$ cat config.mk
export PLATFORM = sky130hd
export DESIGN_NAME = countdown_timer_flat
export DESIGN_NICKNAME = d
export VERILOG_FILES = /design/src/rtl/countdown_timer_if.sv /design/src/rtl/countdown_timer.sv /design/src/flat_wrapper.sv
export SDC_FILE = /design/constraint.sdc
export NUM_CORES = 1
export LEC_CHECK = 0
export ABC_AREA = 0
export CAP_MARGIN = 20
export CORE_MARGIN = 3
export CORE_UTILIZATION = 60
export DETAILED_ROUTE_END_ITERATION = 16
export PLACE_DENSITY = 0.82
export SYNTH_ARGS = -nofsm -noshare
export SYNTH_HDL_FRONTEND = slang
export SYNTH_SLANG_ARGS = --single-unit
$ cat constraint.sdc
create_clock -name clock -period 5.4 [get_ports clock]
set_input_delay 1.35 -clock clock [delete_from_list [all_inputs] [get_ports clock]]
set_output_delay 1.35 -clock clock [all_outputs]
set_load 0.05 [all_outputs]
$ cat src/rtl/countdown_timer_if.sv
// Control/status bundle between the alarm FSM and the seconds countdown timer.
// The controller side requests a (re)start with an interval; the timer reports progress and expiry.
interface countdown_timer_if #(
  parameter int WIDTH = 4
);
  logic             start_timer;
  logic [WIDTH-1:0] value;
  logic             one_hz_enable;
  logic [WIDTH-1:0] countdown;
  logic             busy;
  logic             expired;

  modport master (
    output start_timer,
    output value,
    input  one_hz_enable,
    input  countdown,
    input  busy,
    input  expired
  );

  modport slave (
    input  start_timer,
    input  value,
    output one_hz_enable,
    output countdown,
    output busy,
    output expired
  );
endinterface

$ cat src/rtl/countdown_timer.sv
// Seconds countdown timer with its own free-running 1 Hz prescaler.
// A start request latches the interval and realigns the prescaler; expiry is a one-cycle pulse.
module countdown_timer #(
  parameter int CLK_HZ = 25_000_000,
  parameter int WIDTH  = 4
) (
  input  logic              clock,
  input  logic              reset,
  countdown_timer_if.slave  tmr
);
  localparam int              PW      = $clog2(CLK_HZ);
  localparam logic [PW-1:0]   PRE_MAX = PW'(CLK_HZ - 1);

  typedef enum logic {IDLE, RUN} state_t;

  state_t           state_reg;
  logic [PW-1:0]    pre_reg;
  logic [WIDTH-1:0] countdown_reg;
  logic             busy_reg;
  logic             expired_reg;
  logic             one_hz_reg;
  logic             tick;

  assign tick = (pre_reg == PRE_MAX);

  always_ff @(posedge clock) begin
    if (reset) begin
      state_reg     <= IDLE;
      pre_reg       <= '0;
      countdown_reg <= '0;
      busy_reg      <= 1'b0;
      expired_reg   <= 1'b0;
      one_hz_reg    <= 1'b0;
    end else begin
      one_hz_reg  <= tick;
      expired_reg <= 1'b0;

      // A start realigns the second boundary so the first tick is a full period away.
      if (tmr.start_timer || tick) begin
        pre_reg <= '0;
      end else begin
        pre_reg <= pre_reg + PW'(1);
      end

      if (tmr.start_timer) begin
        countdown_reg <= tmr.value;
        if (tmr.value != '0) begin
          state_reg <= RUN;
          busy_reg  <= 1'b1;
        end else begin
          state_reg   <= IDLE;
          busy_reg    <= 1'b0;
          expired_reg <= 1'b1;
        end
      end else begin
        case (state_reg)
          RUN: begin
            if (tick) begin
              if (countdown_reg != WIDTH'(1)) begin
                countdown_reg <= countdown_reg - WIDTH'(1);
              end else begin
                countdown_reg <= '0;
                expired_reg   <= 1'b1;
                busy_reg      <= 1'b0;
                state_reg     <= IDLE;
              end
            end
          end
          default: begin
            state_reg <= IDLE;
          end
        endcase
      end
    end
  end

  assign tmr.one_hz_enable = one_hz_reg;
  assign tmr.countdown     = countdown_reg;
  assign tmr.busy          = busy_reg;
  assign tmr.expired       = expired_reg;
endmodule
$ cat src/flat_wrapper.sv
// flat-port wrapper written by rule: the top's interface ports become plain ports
module countdown_timer_flat 
#(
  parameter int CLK_HZ = 25_000_000,
  parameter int WIDTH  = 4
)
  (clock, reset, tmr_start_timer, tmr_value, tmr_one_hz_enable, tmr_countdown, tmr_busy, tmr_expired);
  countdown_timer_if #(.WIDTH(WIDTH)) tmr_i ();
  input  logic clock;
  input  logic reset;
  input wire logic [$bits(tmr_i.start_timer)-1:0] tmr_start_timer;
  input wire logic [$bits(tmr_i.value)-1:0] tmr_value;
  output wire logic [$bits(tmr_i.one_hz_enable)-1:0] tmr_one_hz_enable;
  output wire logic [$bits(tmr_i.countdown)-1:0] tmr_countdown;
  output wire logic [$bits(tmr_i.busy)-1:0] tmr_busy;
  output wire logic [$bits(tmr_i.expired)-1:0] tmr_expired;
  assign tmr_i.start_timer = tmr_start_timer;
  assign tmr_i.value = tmr_value;
  assign tmr_one_hz_enable = tmr_i.one_hz_enable;
  assign tmr_countdown = tmr_i.countdown;
  assign tmr_busy = tmr_i.busy;
  assign tmr_expired = tmr_i.expired;
  countdown_timer #(.CLK_HZ(CLK_HZ), .WIDTH(WIDTH)) u_core (.clock(clock), .reset(reset), .tmr(tmr_i));
endmodule
Word-level counts from Yosys, hierarchy flattened
Cells that the tools add are included.
Word-level totals
  flip-flop bits (word level): 33
  latch bits: 0
  bits in writable memories: 0
  memory bits (read-only): 0
  input bits: 7
  logic and storage cells: 36
  memories: 0
Operators by class
  add/subtract/negate cells: 2
  multiply operators: 0
  divide/modulo/power cells: 0
  $lt $le $gt $ge: 0
  equality and inequality tests: 3
  shifts and indexed selects: 0
  mux-type cells: 18
  bitwise logic cells: 0
  reduce and logical (&&, ||, !) cells: 7
Operators with widths (count)
  $add A25 B1 Y25 const B: 1
  $eq A25 B25 Y1 const B: 1
  $mux W4: 4
  $mux W1: 14
  $ne A4 B1 Y1 const B: 1
  $reduce_bool A2 Y1: 2
  $reduce_bool A4 Y1: 1
  $sub A4 B1 Y4 const B: 1
  $reduce_and A3 Y1: 1
  $ne A2 B2 Y1 const B: 1
  $reduce_and A2 Y1: 1
  $reduce_or A2 Y1: 1
  $logic_or A1 B1 Y1: 1

Depth between registers and ports, before layout
Gate-level depths: netlist of run 1.
  depth in word-level cells: 5
  depth in mapped cells: 6
  mapped depth without buffers: 6

Worst setup path after synthesis of run 1
Ideal clock, no wire load.
  path type: input -> register
  from: input tmr_start_timer
  to: register u_core.pre_reg[10]
  arrival: 2.102 ns
  data required time: 5.283 ns
  path slack: 3.180 ns
  stages: 5
  buffers on the path: 2
  cells stage by stage: clkbuf_1 nor2_1 o21ai_2 buf_2 nor2_1
Between the ends
  cells in the longest elaborated chain, start to end: 2
Ends and longest elaborated chain
  start: declaration: line flat_wrapper.sv:11  | input wire logic [$bits(tmr_i.start_timer)-1:0] tmr_start_timer;
  $logic_or A1 B1 Y1: line countdown_timer.sv:39  | if (tmr.start_timer || tick) begin
  $reduce_or A2 Y1 (no source line)
  end signal: assignment: line countdown_timer.sv:42  | pre_reg <= pre_reg + PW'(1);
  end: declaration: line countdown_timer.sv:17  | logic [PW-1:0] pre_reg;
No other way between the ends.
A chain may end at the register's enable or synchronous reset.

Final worst setup path of run 1
  from: register u_core.countdown_reg[0], in the netlist u_core.tmr.countdown[0]
  to: output tmr_countdown[0]
RTL lines
  start: declaration: line countdown_timer.sv:18  | logic [WIDTH-1:0] countdown_reg;
  start signal: assignment: line countdown_timer.sv:46  | countdown_reg <= tmr.value;
  start signal: assignment: line countdown_timer.sv:60  | countdown_reg <= countdown_reg - WIDTH'(1);
  end: declaration: line flat_wrapper.sv:14  | output wire logic [$bits(tmr_i.countdown)-1:0] tmr_countdown;
No word-level cell between the ends.

==> results of run 1 <==
==> metrics by stage <==
stage / worst slack [ps] / std cells / util (%)
finish: 2460 / 235 / 73.0
global route: 2400 / 235 / 73.0
CTS: 2450 / 235 / 73.0
detailed placement: 2520 / 228 / 70.1
global placement: 2660 / 228 / 70.1
floorplan: 3180 / 191 / -
==> synth_stat cells (all sizes together), types with 3 or more instances <==
library cell / count
buf: 4
or3: 9
nand3: 7
a21oi: 14
ha: 3
nor2: 19
dfxtp: 33
o21ai: 11
nand4: 7
inv: 10
and3: 3
xnor2: 9
nor3: 6
or4: 7
nand2: 13
o31ai: 5
==> layer usage <==
metal  global-route usage, %  up-vias  part of all wire (%)
met3                    6.80        6                   4.7
met5                       0        -                     0
met1                    30.9      682                    47
met2                    37.0       32                    47
met4                    10.6        0                   1.4
li1                        -      735                     -
==> where the power goes <==
group	leakage [nW]	internal, mW	switching [mW]	total (mW)
clock network	0.0410	0.0942	0.0800	0.174
registers	0.268	0.247	0.00422	0.252
logic	0.244	0.0153	0.0237	0.0390
==> cell families (layout without fill, tap and decap cells) <==
logic type,count (synthesis),count (layout)
buffers and inverters,16,30
adders and majority gates,3,3
DFF,33,33
AOI/OAI and AO/OA,39,39
and+or+nand+nor,89,89
xor gates and xnor gates,11,11
==> area by class of cell <==
cell class                 instances  area [µm²]  area share (%)
sequential                        33         661            35.6
timing repair buffer              13         130            7.01
inverter                          10        37.5            2.02
tap                               30        37.5            2.02
multi-input combinational        142         918            49.5
clock buffer                       5        37.5            2.02
clock inverter                     2        35.0            1.89
==> worst paths after layout <==
kind	from	endpoint	slack, ps	cells after the start
setup / recovery	u_core.tmr.countdown[0]	tmr_countdown[0]	2460	1
hold / removal	u_core.tmr.busy	u_core.tmr.busy	480	1
setup reg to reg	u_core.pre_reg[0]	u_core.pre_reg[24]	3050	5
hold reg to reg	u_core.tmr.busy	u_core.tmr.busy	480	1
==> worst reg2reg max path, cell delays in order, from the launching register on <==
cell	delay, ps
dfxtp_1	410
ha_1	260
nand4_1	190
or4_1	710
or4_1	570
a21oi_1	150
==> impl_metrics.json, run 1 <==
{
  "netlist_area_mm2": 0.00165,
  "slowest_delay_ps": 840,
  "rows": 18,
  "hold_viol": 0,
  "crit_family": "buffers and inverters",
  "drive_above_1_share_pct": 8.29,
  "cp.required_ps": 4050,
  "insertion_delay_ps": 330,
  "antenna_found_initial": 0,
  "dp_hpwl_um": 2540,
  "wire_per_inst_um": 14.9,
  "synth_top_flop_cell": "dfxtp_1",
  "die_w_um": 58.4,
  "p_leak_nw": 0.553,
  "start_util_pct": 64.8,
  "post-route-drc-count": 0,
  "power_mw": 0.465,
  "maxCapViolCount": 0,
  "grt_max_degree": 25,
  "synth_area_leaders": "dfxtp_1, xnor2_1, nor2_1",
  "dpl-instance-area_mm2": 0.00178,
  "clock_sinks": 33,
  "cp_max_fo": 6,
  "fin_setup_tns_ps": 0,
  "async_flop_share_pct": 0,
  "wl_um": 3500,
  "io_buffer_count": 13,
  "grt_pass1_wl_um": 6240,
  "relSlewSlack_pct": 34.6,
  "startpoint_type": "flip-flop",
  "fmax_ghz": 0.340,
  "drt_pass1_iterations": 4,
  "fill_cells": 199,
  "first_global_vias": 1393,
  "finClkSkew_ps": 6.92,
  "synth_top_area_share_pct": 40.0,
  "cts_hold_buffers": 0,
  "critical_path_arrival_ps": 1590,
  "timing.final.crit_period_ps": 2940,
  "syn_to_final_growth_pct": 12.5,
  "cts-root-buf": "clkbuf_4",
  "setup.worst_path.class": "reg2out",
  "antenna_left": 0,
  "setup_viol": 0,
  "tightest_slew_ps": 981,
  "status": "finished, final reports clean",
  "dieArea_mm2": 0.00342,
  "yosys.area.top_type": "dfxtp_1",
  "gp_congestion": 0.795,
  "syn-instance-count": 191,
  "cpMaxStageDelayCell": "clkdlybuf4s50_1",
  "period_share_pct": 54.5,
  "syn_nets": 201,
  "clkTransAtPathRegs_ps": 100,
  "drv_slew": 0,
  "cts_resized": 0,
  "nets": 215,
  "pwr_density_cell_mw_per_mm2": 250,
  "cts_htree_levels": 2,
  "yosysSeqAreaShare_pct": 40.0,
  "synth.area.mux_share_pct": 0,
  "largest_reg_flops": 25,
  "core_area_mm2": 0.00254,
  "cts_buffers": 5,
  "synth-simple-area-share_pct": 32.5,
  "design_area_mm2": 0.00186,
  "ys.warnings.count": 0,
  "mostFrequentLayoutCells": "dfxtp_1, nor2_1, nand2_1, a21oi_1, clkdlybuf4s50_1",
  "synth_fa_ha_area_share_pct": 2.27,
  "synth.distinct_cells": 46,
  "synth_compound_area_share_pct": 15.0,
  "ctsLongestPathBuffers": 2,
  "path_buf_inv": 1,
  "ir_worst_vdd_mv": 0.238,
  "die_y_um": 58.4,
  "critical_path.endpoint_type": "primary output",
  "drtIter0Drc": 58,
  "yosys_register_bits": 33,
  "final_common_cell": "dfxtp_1",
  "synth_edf_count": 0,
  "io_pins": 14,
  "avgSynthCellArea_um2": 8.64,
  "worstPathCellList": "clkdlybuf4s50_1",
  "via_per_inst": 6.19,
  "synth_top_family_by_area": "simple AND/OR/NAND/NOR gates",
  "vias": 1455,
  "track_usage_pct": 23.9,
  "tritoncts": "done",
  "cts_setup_buffers": 0,
  "yosys.area_share.xor_xnor_pct": 5.84,
  "rsz0062_at_grt": "false",
  "hold_ws_ps": 484,
  "diodes": 0,
  "overflow": 0,
  "hp-class": "reg2reg"
}
No activity file was read; power rests on OpenSTA's default activity.
==> run 2: changes to the inputs <==
CORE_UTILIZATION = 56   (was 60)
PLACE_DENSITY = 0.78   (was 0.82)
clock period = 3 ns   (was 5.4 ns; I/O delays follow)
==> run 2 against run 1 <==
  * Core utilization fell by 5.7 points
  * Non-clock buffer count did not move
  * Critical path depth did not move
  * Sequential cell count did not move
  * Cell count rose by 0.85%
  * Global-route usage fell by 1.9 points
  * Die area rose by 6.4%
  * Setup slack got worse by 1800 ps
  * Register-to-register slack got worse by 2400 ps
  * Largest power group unchanged
  * Routed wire length fell by 1.9%
==> impl_metrics.json, run 2 (synthesized netlist as in run 1, its figures left out) <==
{
  "status": "finished, final reports clean",
  "mostFrequentLayoutCells": "dfxtp_1, nor2_1, nand2_1, a21oi_1, clkdlybuf4s50_1",
  "insertion_delay_ps": 350,
  "reg2reg_to": "u_core.pre_reg[24]",
  "cts_setup_buffers": 0,
  "min_delay_path_depth": 1,
  "rsz0062_at_grt": "false",
  "hold_viol": 0,
  "gp_congestion": 0.828,
  "vias": 1448,
  "cp.required_ps": 2250,
  "drive_above_1_share_pct": 8.25,
  "die_y_um": 60.3,
  "worstPathCellList": "clkdlybuf4s50_1",
  "cpMaxStageDelayCell": "clkdlybuf4s50_1",
  "post-route-drc-count": 0,
  "die_w_um": 60.3,
  "hp-class": "reg2reg",
  "final_common_cell": "dfxtp_1",
  "syn_to_final_growth_pct": 13.3,
  "startpoint_type": "flip-flop",
  "cts_htree_levels": 2,
  "cts_resized": 0,
  "min-delay-start": "u_core.tmr.busy",
  "period_share_pct": 78.3,
  "r2r_start": "u_core.pre_reg[0]",
  "p_leak_nw": 0.557,
  "drt_pass1_iterations": 4,
  "setup_ws_ps": 652,
  "critical_path_arrival_ps": 1600,
  "path_buf_inv": 1,
  "dieArea_mm2": 0.00363,
  "crit_start": "u_core.tmr.countdown[0]",
  "tightest_slew_ps": 987,
  "top_usage_layer": "met2",
  "io_buffer_count": 13,
  "grt_pass1_wl_um": 5920,
  "ir_worst_vdd_mv": 0.675,
  "antenna_left": 0,
  "critical_path.endpoint_type": "primary output",
  "reg2reg_setup_slack_ps": 670,
  "core_area_mm2": 0.00278,
  "setup_viol": 0,
  "wire_per_inst_um": 14.5,
  "crit_family": "buffers and inverters",
  "fmax_ghz": 0.426,
  "wl_um": 3430,
  "first_global_vias": 1334,
  "clock_sinks": 33,
  "track_usage_pct": 22.0,
  "r2r_cells": 5,
  "clkTransAtPathRegs_ps": 100,
  "gr-usage-met3_pct": 7.13,
  "ctsLongestPathBuffers": 2,
  "dp_hpwl_um": 2530,
  "timing.final.crit_period_ps": 2350,
  "slowest_delay_ps": 830,
  "globalRouteMet1Util_pct": 28.9,
  "drv_slew": 0,
  "start_util_pct": 59.3,
  "rows": 19,
  "grtUsageMet2_pct": 33.2,
  "maxCapViolCount": 0,
  "grt_max_degree": 25,
  "cts_buffers": 5,
  "pwr_density_cell_mw_per_mm2": 465,
  "finClkSkew_ps": 11.3,
  "diodes": 0,
  "nets": 215,
  "place_worst_setup_slack_ps": 678,
  "antenna_found_initial": 0,
  "cts-root-buf": "clkbuf_4",
  "postLayoutCoreUtil_pct": 67.3,
  "hold-path-endpoint": "u_core.tmr.busy",
  "cts_hold_buffers": 0,
  "cp_max_fo": 6,
  "io_pins": 14,
  "fin_setup_tns_ps": 0,
  "drtIter0Drc": 71,
  "via_per_inst": 6.11,
  "tritoncts": "done",
  "setup.worst_path.class": "reg2out",
  "relSlewSlack_pct": 34.2,
  "largest_reg_flops": 25,
  "overflow": 0
}
-- run 2: changes by cell type in the layout (fill, tap and decap cells not counted), sizes merged --
cell | previous run | this run
clkinv | 1 | 0
clkbuf | 5 | 7
-- run 2: stage by stage --
step	power [mW]	hold WS, ps	instance area [µm²]	std cells
finish	0.870	495	1870	237
global route	0.910	536	1870	237
CTS	0.879	501	1870	237
detailed placement	0.533	472	1790	229
global placement	0.532	477	1790	229
floorplan	0.508	441	1650	191
-- run 2: how the worst max path moves through the flow --
stage / end / cells past startpoint
6_report: tmr_countdown[0] / 1
5_1_grt: u_core.pre_reg[20] / 5
4_1_cts: tmr_countdown[0] / 1
3_5_place_dp: u_core.pre_reg[24] / 5
3_3_place_gp: u_core.pre_reg[24] / 5
2_1_floorplan: u_core.tmr.countdown[2] / 6
-- run 2: layer usage --
metal  vias to the layer above  wire [µm]
li1                        748          -
met3                         7        155
met5                         -          0
met4                         0         51
met1                       664       1650
met2                        29       1580
-- run 2: layout make-up --
| class | instances | area (µm²) |
|---|---|---|
| multi-input cells | 142 | 918 |
| fillers | 225 | 911 |
| flip-flops and latches | 33 | 661 |
| repair buffers | 13 | 130 |
| clock buffers | 7 | 55.1 |
| well taps | 31 | 38.8 |
| inverters | 10 | 37.5 |
| clock inverters | 1 | 30.0 |
-- run 2: power breakdown --
group / total (mW) / internal (mW) / leakage [nW] / switching, mW
Clock: 0.347 / 0.199 / 0.0455 / 0.148
Sequential: 0.453 / 0.445 / 0.268 / 0.00746
Combinational: 0.0703 / 0.0276 / 0.244 / 0.0427
==> edit 1, RTL diff (settings of run 2) <==
`CLK_HZ` is set to 25_000_000 in 2 places; all go to 50_000_000.
--- a/src/rtl/countdown_timer.sv
+++ b/src/rtl/countdown_timer.sv
@@ -1,7 +1,7 @@
 // Seconds countdown timer with its own free-running 1 Hz prescaler.
 // A start request latches the interval and realigns the prescaler; expiry is a one-cycle pulse.
 module countdown_timer #(
-  parameter int CLK_HZ = 25_000_000,
+  parameter int CLK_HZ = 50_000_000,
   parameter int WIDTH  = 4
 ) (
   input  logic              clock,
--- a/src/flat_wrapper.sv
+++ b/src/flat_wrapper.sv
@@ -1,7 +1,7 @@
 // flat-port wrapper written by rule: the top's interface ports become plain ports
 module countdown_timer_flat 
 #(
-  parameter int CLK_HZ = 25_000_000,
+  parameter int CLK_HZ = 50_000_000,
   parameter int WIDTH  = 4
 )
   (clock, reset, tmr_start_timer, tmr_value, tmr_one_hz_enable, tmr_countdown, tmr_busy, tmr_expired);
Formal check against the unedited RTL: same outputs for any inputs over 10 cycles, from zero or initial values and one cycle with reset high; that may be too few to reach the edited logic, so the function may still have changed.
==> edit 1 against run 2 <==
Final area increased by 2.6%. Maximum frequency down 0.20%. Largest cell class unchanged. Critical path depth unchanged. Non-clock buffer count did not move. Register-to-register slack gained 100 ps. Utilization is essentially flat. Sequential power is 3% higher. Routed wire length grew 3.6%. Setup slack worse by 4.6 ps. Sequential cell count is 1 higher. Synthesized area up 4.8%. Synthesized cell count increased by 4.2%. Power is 1.5% lower.
==> edit 1: results (changes against run 2) <==
| Result | Value | Delta |
|:---|:---|:---|
| Clock group | 326 µW | -6.1% |
| Relative slew margins | 0.329 | -0.0126 |
| Cell Area, Placed | 1840 µm² | +3.3% |
| Reg2Reg Setup Slack | 770 ps | +100 ps |
| Filler Cell Count | 234 | +4.0% |
| Length of routed met2 wiring | 1800 µm | +14% |
| Routed met3 length | 170 µm | +9.7% |
| Run status | finished clean |  |
| Met3 routing resource usage after global routing | 0.0713 | about the same |
| Number of global-route vias before repair | 1440 | +7.9% |
| Share of the yosys chip area belonging to registers | 0.394 | -0.00667 |
| DPL Wire Length | 2560 µm | +1.2% |
| Fin Hold WS | 462 ps | -32.8 ps |
| Worst-skew pair later-pin latency | 330 ps | -20 ps |
| First-pass GRT wire length | 6150 µm | +4.0% |
| Flip-flop count of the largest register after layout | 26 | +4.0% |
| Number of nets in the layout | 219 | +1.9% |
| Largest clock skew in the final design | 6.64 ps | -4.65 ps |
| Total power divided by cell area | 447 nW/µm² | -4.0% |
| Routing usage on met2 | 0.365 | +0.0329 |
| Most area-consuming cells after synthesis | sky130_fd_sc_hd__dfxtp_1, sky130_fd_sc_hd__nor2_1, sky130_fd_sc_hd__a21oi_1, sky130_fd_sc_hd__xor2_1, sky130_fd_sc_hd__nand3_1 |  |
| Metal1 wirelength | 1540 µm | -6.5% |
| Static Leakage | 0.657 nW | +18% |
| Number of I/O port buffers | 13 | unchanged |
| Total nets after synthesis | 209 | +4.0% |
| Routability congestion estimate from global placement | 0.819 | -1.0% |
| Maximum number of pins on one net before global-route repair | 27 | +8.0% |
| Iteration-0 DRC count of the detailed router | 106 | +49% |
| Sw Share | 0.228 | +0.000379 |
| Hold Path Cell Cnt | 2 | +1 |
| Most used standard cells in the synthesized netlist | sky130_fd_sc_hd__dfxtp_1, sky130_fd_sc_hd__nor2_1, sky130_fd_sc_hd__a21oi_1, sky130_fd_sc_hd__nand3_1, sky130_fd_sc_hd__nand2_1 |  |
| Distinct cell type count of the synthesized netlist | 41 | -11% |
| Peak ir drop on the vdd network | 0.371 mV | -45% |
| Worst flop-to-flop path endpoint | u_core.pre_reg[8]$_SDFF_PP0_ |  |
| Detailed-route via count | 1531 | +5.7% |
| Global routing met1 resource utilization | 0.252 | -0.0375 |
| Time the worst path needs with I/O delays and setup | 2350 ps | +4.64 ps |
| Combinational cell power | 65.7 µW | -6.5% |
[edit 1: cell types whose count changed after synthesis, moves of 3 or more]
cell	run 2	this run
sky130_fd_sc_hd__nand3_1	5	13
sky130_fd_sc_hd__xnor2_1	9	3
sky130_fd_sc_hd__nand4_2	0	3
sky130_fd_sc_hd__inv_1	10	4
sky130_fd_sc_hd__and2_1	0	3
sky130_fd_sc_hd__xor2_1	2	8
[edit 1: cell families (layout without fill, tap and decap cells)]
kind of cell    count (synthesis)  after routing  synth area share
simple gates                   96             96             0.336
compound gates                 38             38             0.135
flops                          34             34             0.394
buf+inv                        14             25            0.0398
xor+xnor                       11             11            0.0557
fa+ha+maj                       3              3            0.0217
mux                             3              3            0.0181
[edit 1: cell type report]
type | count | area, µm² | area share
sequential | 34 | 681 | 0.355
clock inverter | 1 | 30.0 | 0.0156
clock buffer | 7 | 45.0 | 0.0235
inverter | 4 | 15.0 | 0.00782
tap | 31 | 38.8 | 0.0202
multi-input combinational | 151 | 980 | 0.510
timing repair buffer | 13 | 130 | 0.0678
==> edit 2, RTL diff (flow settings as in run 2) <==
Without the edit above. Make the reset (`reset`) asynchronous in one clocked block.
--- a/src/rtl/countdown_timer.sv
+++ b/src/rtl/countdown_timer.sv
@@ -23,7 +23,7 @@
 
   assign tick = (pre_reg == PRE_MAX);
 
-  always_ff @(posedge clock) begin
+  always_ff @(posedge clock or posedge reset) begin
     if (reset) begin
       state_reg     <= IDLE;
       pre_reg       <= '0;
Formal check against the unedited RTL: differs if reset is asserted again (counterexample within 4 cycles, from zero or initial values and one cycle with reset high); with reset held inactive, the same outputs for 10 cycles.
==> edit 2 against run 2 <==
Synthesized cell count is 9.9% lower. Via count is 13% lower. Register-to-register slack better by 170 ps. Power is 8.1% lower. Setup slack better by 35 ps. Synthesized area is 3.9% higher. Sequential cell count stayed put. First-iteration DRC count is 2.8% lower. Die area is 3.5% higher. Critical path depth stayed put. Routed wire length is 12% lower. Global-route usage is 2.8 points lower. Final area is 2.2% higher. Non-clock buffer count is 3 higher. Critical path type unchanged.
==> edit 2: results (changes against run 2) <==
| Result | Value | Delta |
|:---|:---|:---|
| Run status | finished clean |  |
| Post-CTS setup repair buffer count | 0 | unchanged |
| Routed vias/inst | 5.76 | -5.7% |
| Worst reg2reg path startpoint | u_core.pre_reg[0]$_DFF_PP0_ |  |
| Maximum number of pins on one net before global-route repair | 34 | +36% |
| Filler Cell Count | 224 | -0.44% |
| Relative slew margins | 0.612 | +0.270 |
| Async S/R FF share, synth | 1.00 | +1.00 |
| Share of cells above drive strength 1 | 0.101 | +0.0180 |
| Yosys warnings | 0 | unchanged |
| Maximum fanout count along the critical path | 4 | -2 |
| Most frequently used flop master after synthesis | sky130_fd_sc_hd__dfrtp_1 |  |
| Hold WC Path Type | flop to flop |  |
| Capture point of the critical path | tmr_countdown[0] |  |
| Inserted Clock Buffers | 5 | unchanged |
| Flip-flop count of the largest register after layout | 25 | unchanged |
| Reg2Reg Setup Slack | 840 ps | +170 ps |
| Max Transition Viols Final | 0 | unchanged |
| Top Family by Delay on Critical Path | buffers and inverters |  |
| Worst-skew pair later-pin latency | 320 ps | -30 ps |
| Static Leakage | 0.817 nW | +47% |
| Largest clock skew in the final design | 8.37 ps | -2.91 ps |
| Worst flop-to-flop path endpoint | u_core.pre_reg[4]$_DFF_PP0_ |  |
| Routability congestion estimate from global placement | 0.828 | about the same |
| Number of global-route vias before repair | 1227 | -8.0% |
| Number of nets in the layout | 198 | -7.9% |
| First-pass GRT wire length | 5320 µm | -10% |
| Iteration-0 DRC count of the detailed router | 69 | -2.8% |
| Start point of the critical path | u_core.tmr.countdown[0]$_DFFE_PP0P_ |  |
| Most area-consuming cells after synthesis | sky130_fd_sc_hd__dfrtp_1, sky130_fd_sc_hd__xnor2_1, sky130_fd_sc_hd__nor2_1, sky130_fd_sc_hd__xor2_1, sky130_fd_sc_hd__nand3_1 |  |
| Number of diodes | 0 | unchanged |
| Start point of the worst hold path | u_core.pre_reg[0]$_DFF_PP0_ |  |
| Post-CTS Resized | 0 | unchanged |
| Maximum clock path buffer count | 2 | unchanged |
| Crit path DAT | 1560 ps | -40 ps |
| Most used standard cells in the synthesized netlist | sky130_fd_sc_hd__dfrtp_1, sky130_fd_sc_hd__nor2_1, sky130_fd_sc_hd__xnor2_1, sky130_fd_sc_hd__nand3_1, sky130_fd_sc_hd__nand2_1 |  |
| Peak ir drop on the vdd network | 0.283 mV | -58% |
| DPL Wire Length | 2200 µm | -13% |
| Total nets after synthesis | 182 | -9.5% |
| R2r worst-path depth | 7 | +2 |
| Distinct cell type count of the synthesized netlist | 41 | -11% |
| Clock root buffer | sky130_fd_sc_hd__clkbuf_4 |  |
| Number of levels in the clock H-tree | 2 | unchanged |
| Total global-route track usage | 0.192 | -0.0284 |
| Detailed-route wire length per cell | 13.7 µm | -5.2% |
| Slowest CP cell | sky130_fd_sc_hd__clkdlybuf4s50_1 |  |
| Number of I/O port buffers | 13 | unchanged |
| Share of the yosys chip area belonging to registers | 0.481 | +0.0811 |
| First drt pass iteration count | 4 | unchanged |
| Initial antenna violation count | 0 | unchanged |
edit 2: cell types whose count changed in the layout (fill, tap and decap cells not counted), sizes merged, moves of 7 or more:
cell   change
or4        -7
nor2      +13
a21oi     -12
dfrtp     +33
or3        -8
xor2       +7
dfxtp     -33
nand3      +7
o21ai      -9
edit 2: cell type report:
type	count	area share
Sequential cell	33	0.432
Clock inverter	1	0.00393
Multi-Input combinational cell	126	0.429
Timing Repair Buffer	16	0.0798
Clock buffer	7	0.0236
Inverter	6	0.0118
Tap cell	31	0.0203
edit 2: how the worst min path moves through the flow:
stage | cells after the start | slack, ps | to
2_1_floorplan | 1 | 420 | u_core.pre_reg[0]$_DFF_PP0_
3_3_place_gp | 1 | 450 | u_core.pre_reg[0]$_DFF_PP0_
3_5_place_dp | 1 | 450 | u_core.pre_reg[0]$_DFF_PP0_
4_1_cts | 1 | 460 | u_core.pre_reg[0]$_DFF_PP0_
5_1_grt | 1 | 500 | u_core.pre_reg[0]$_DFF_PP0_
6_report | 1 | 460 | u_core.pre_reg[0]$_DFF_PP0_
edit 2: layer usage:
layer	GRT usage	share of wire	up-vias
met2	0.308	0.48	31
met1	0.250	0.47	614
met3	0.0629	0.040	4
li1	-	-	618
met4	0.0515	0.0093	0
met5	0	0	-
edit 2: metrics by stage:
stage / cells / area (µm²) / hold WS [ps] / worst slack, ps
after floorplan: 172 / 1720 / 422 / 1260
after global placement: 212 / 1860 / 446 / 832
after detailed placement: 212 / 1860 / 450 / 785
after CTS: 220 / 1910 / 464 / 681
after global routing: 220 / 1910 / 500 / 604
final: 220 / 1910 / 458 / 687
edit 2: worst reg2reg max path, delay by kind of cell, from the launching register on:
family | cells | cell delay, ps
and+or+nand+nor | 5 | 1210
DFF | 1 | 380
buffers and inverters | 1 | 280
adders and majority gates | 1 | 180
edit 2: power breakdown:
group / switching, mW / internal [mW]
Combinational: 0.0612 / 0.0362
Sequential: 0.00822 / 0.456
Clock: 0.146 / 0.0925
edit 2: kinds of logic after synthesis:
logic type,after synthesis,synth area share
muxes,1,0.00875
AOI/OAI and AO/OA,12,0.0511
adders and majority gates,3,0.0219
buffers and inverters,13,0.0408
xor gates and xnor gates,23,0.117
and+or+nand+nor,87,0.279
DFF,33,0.481
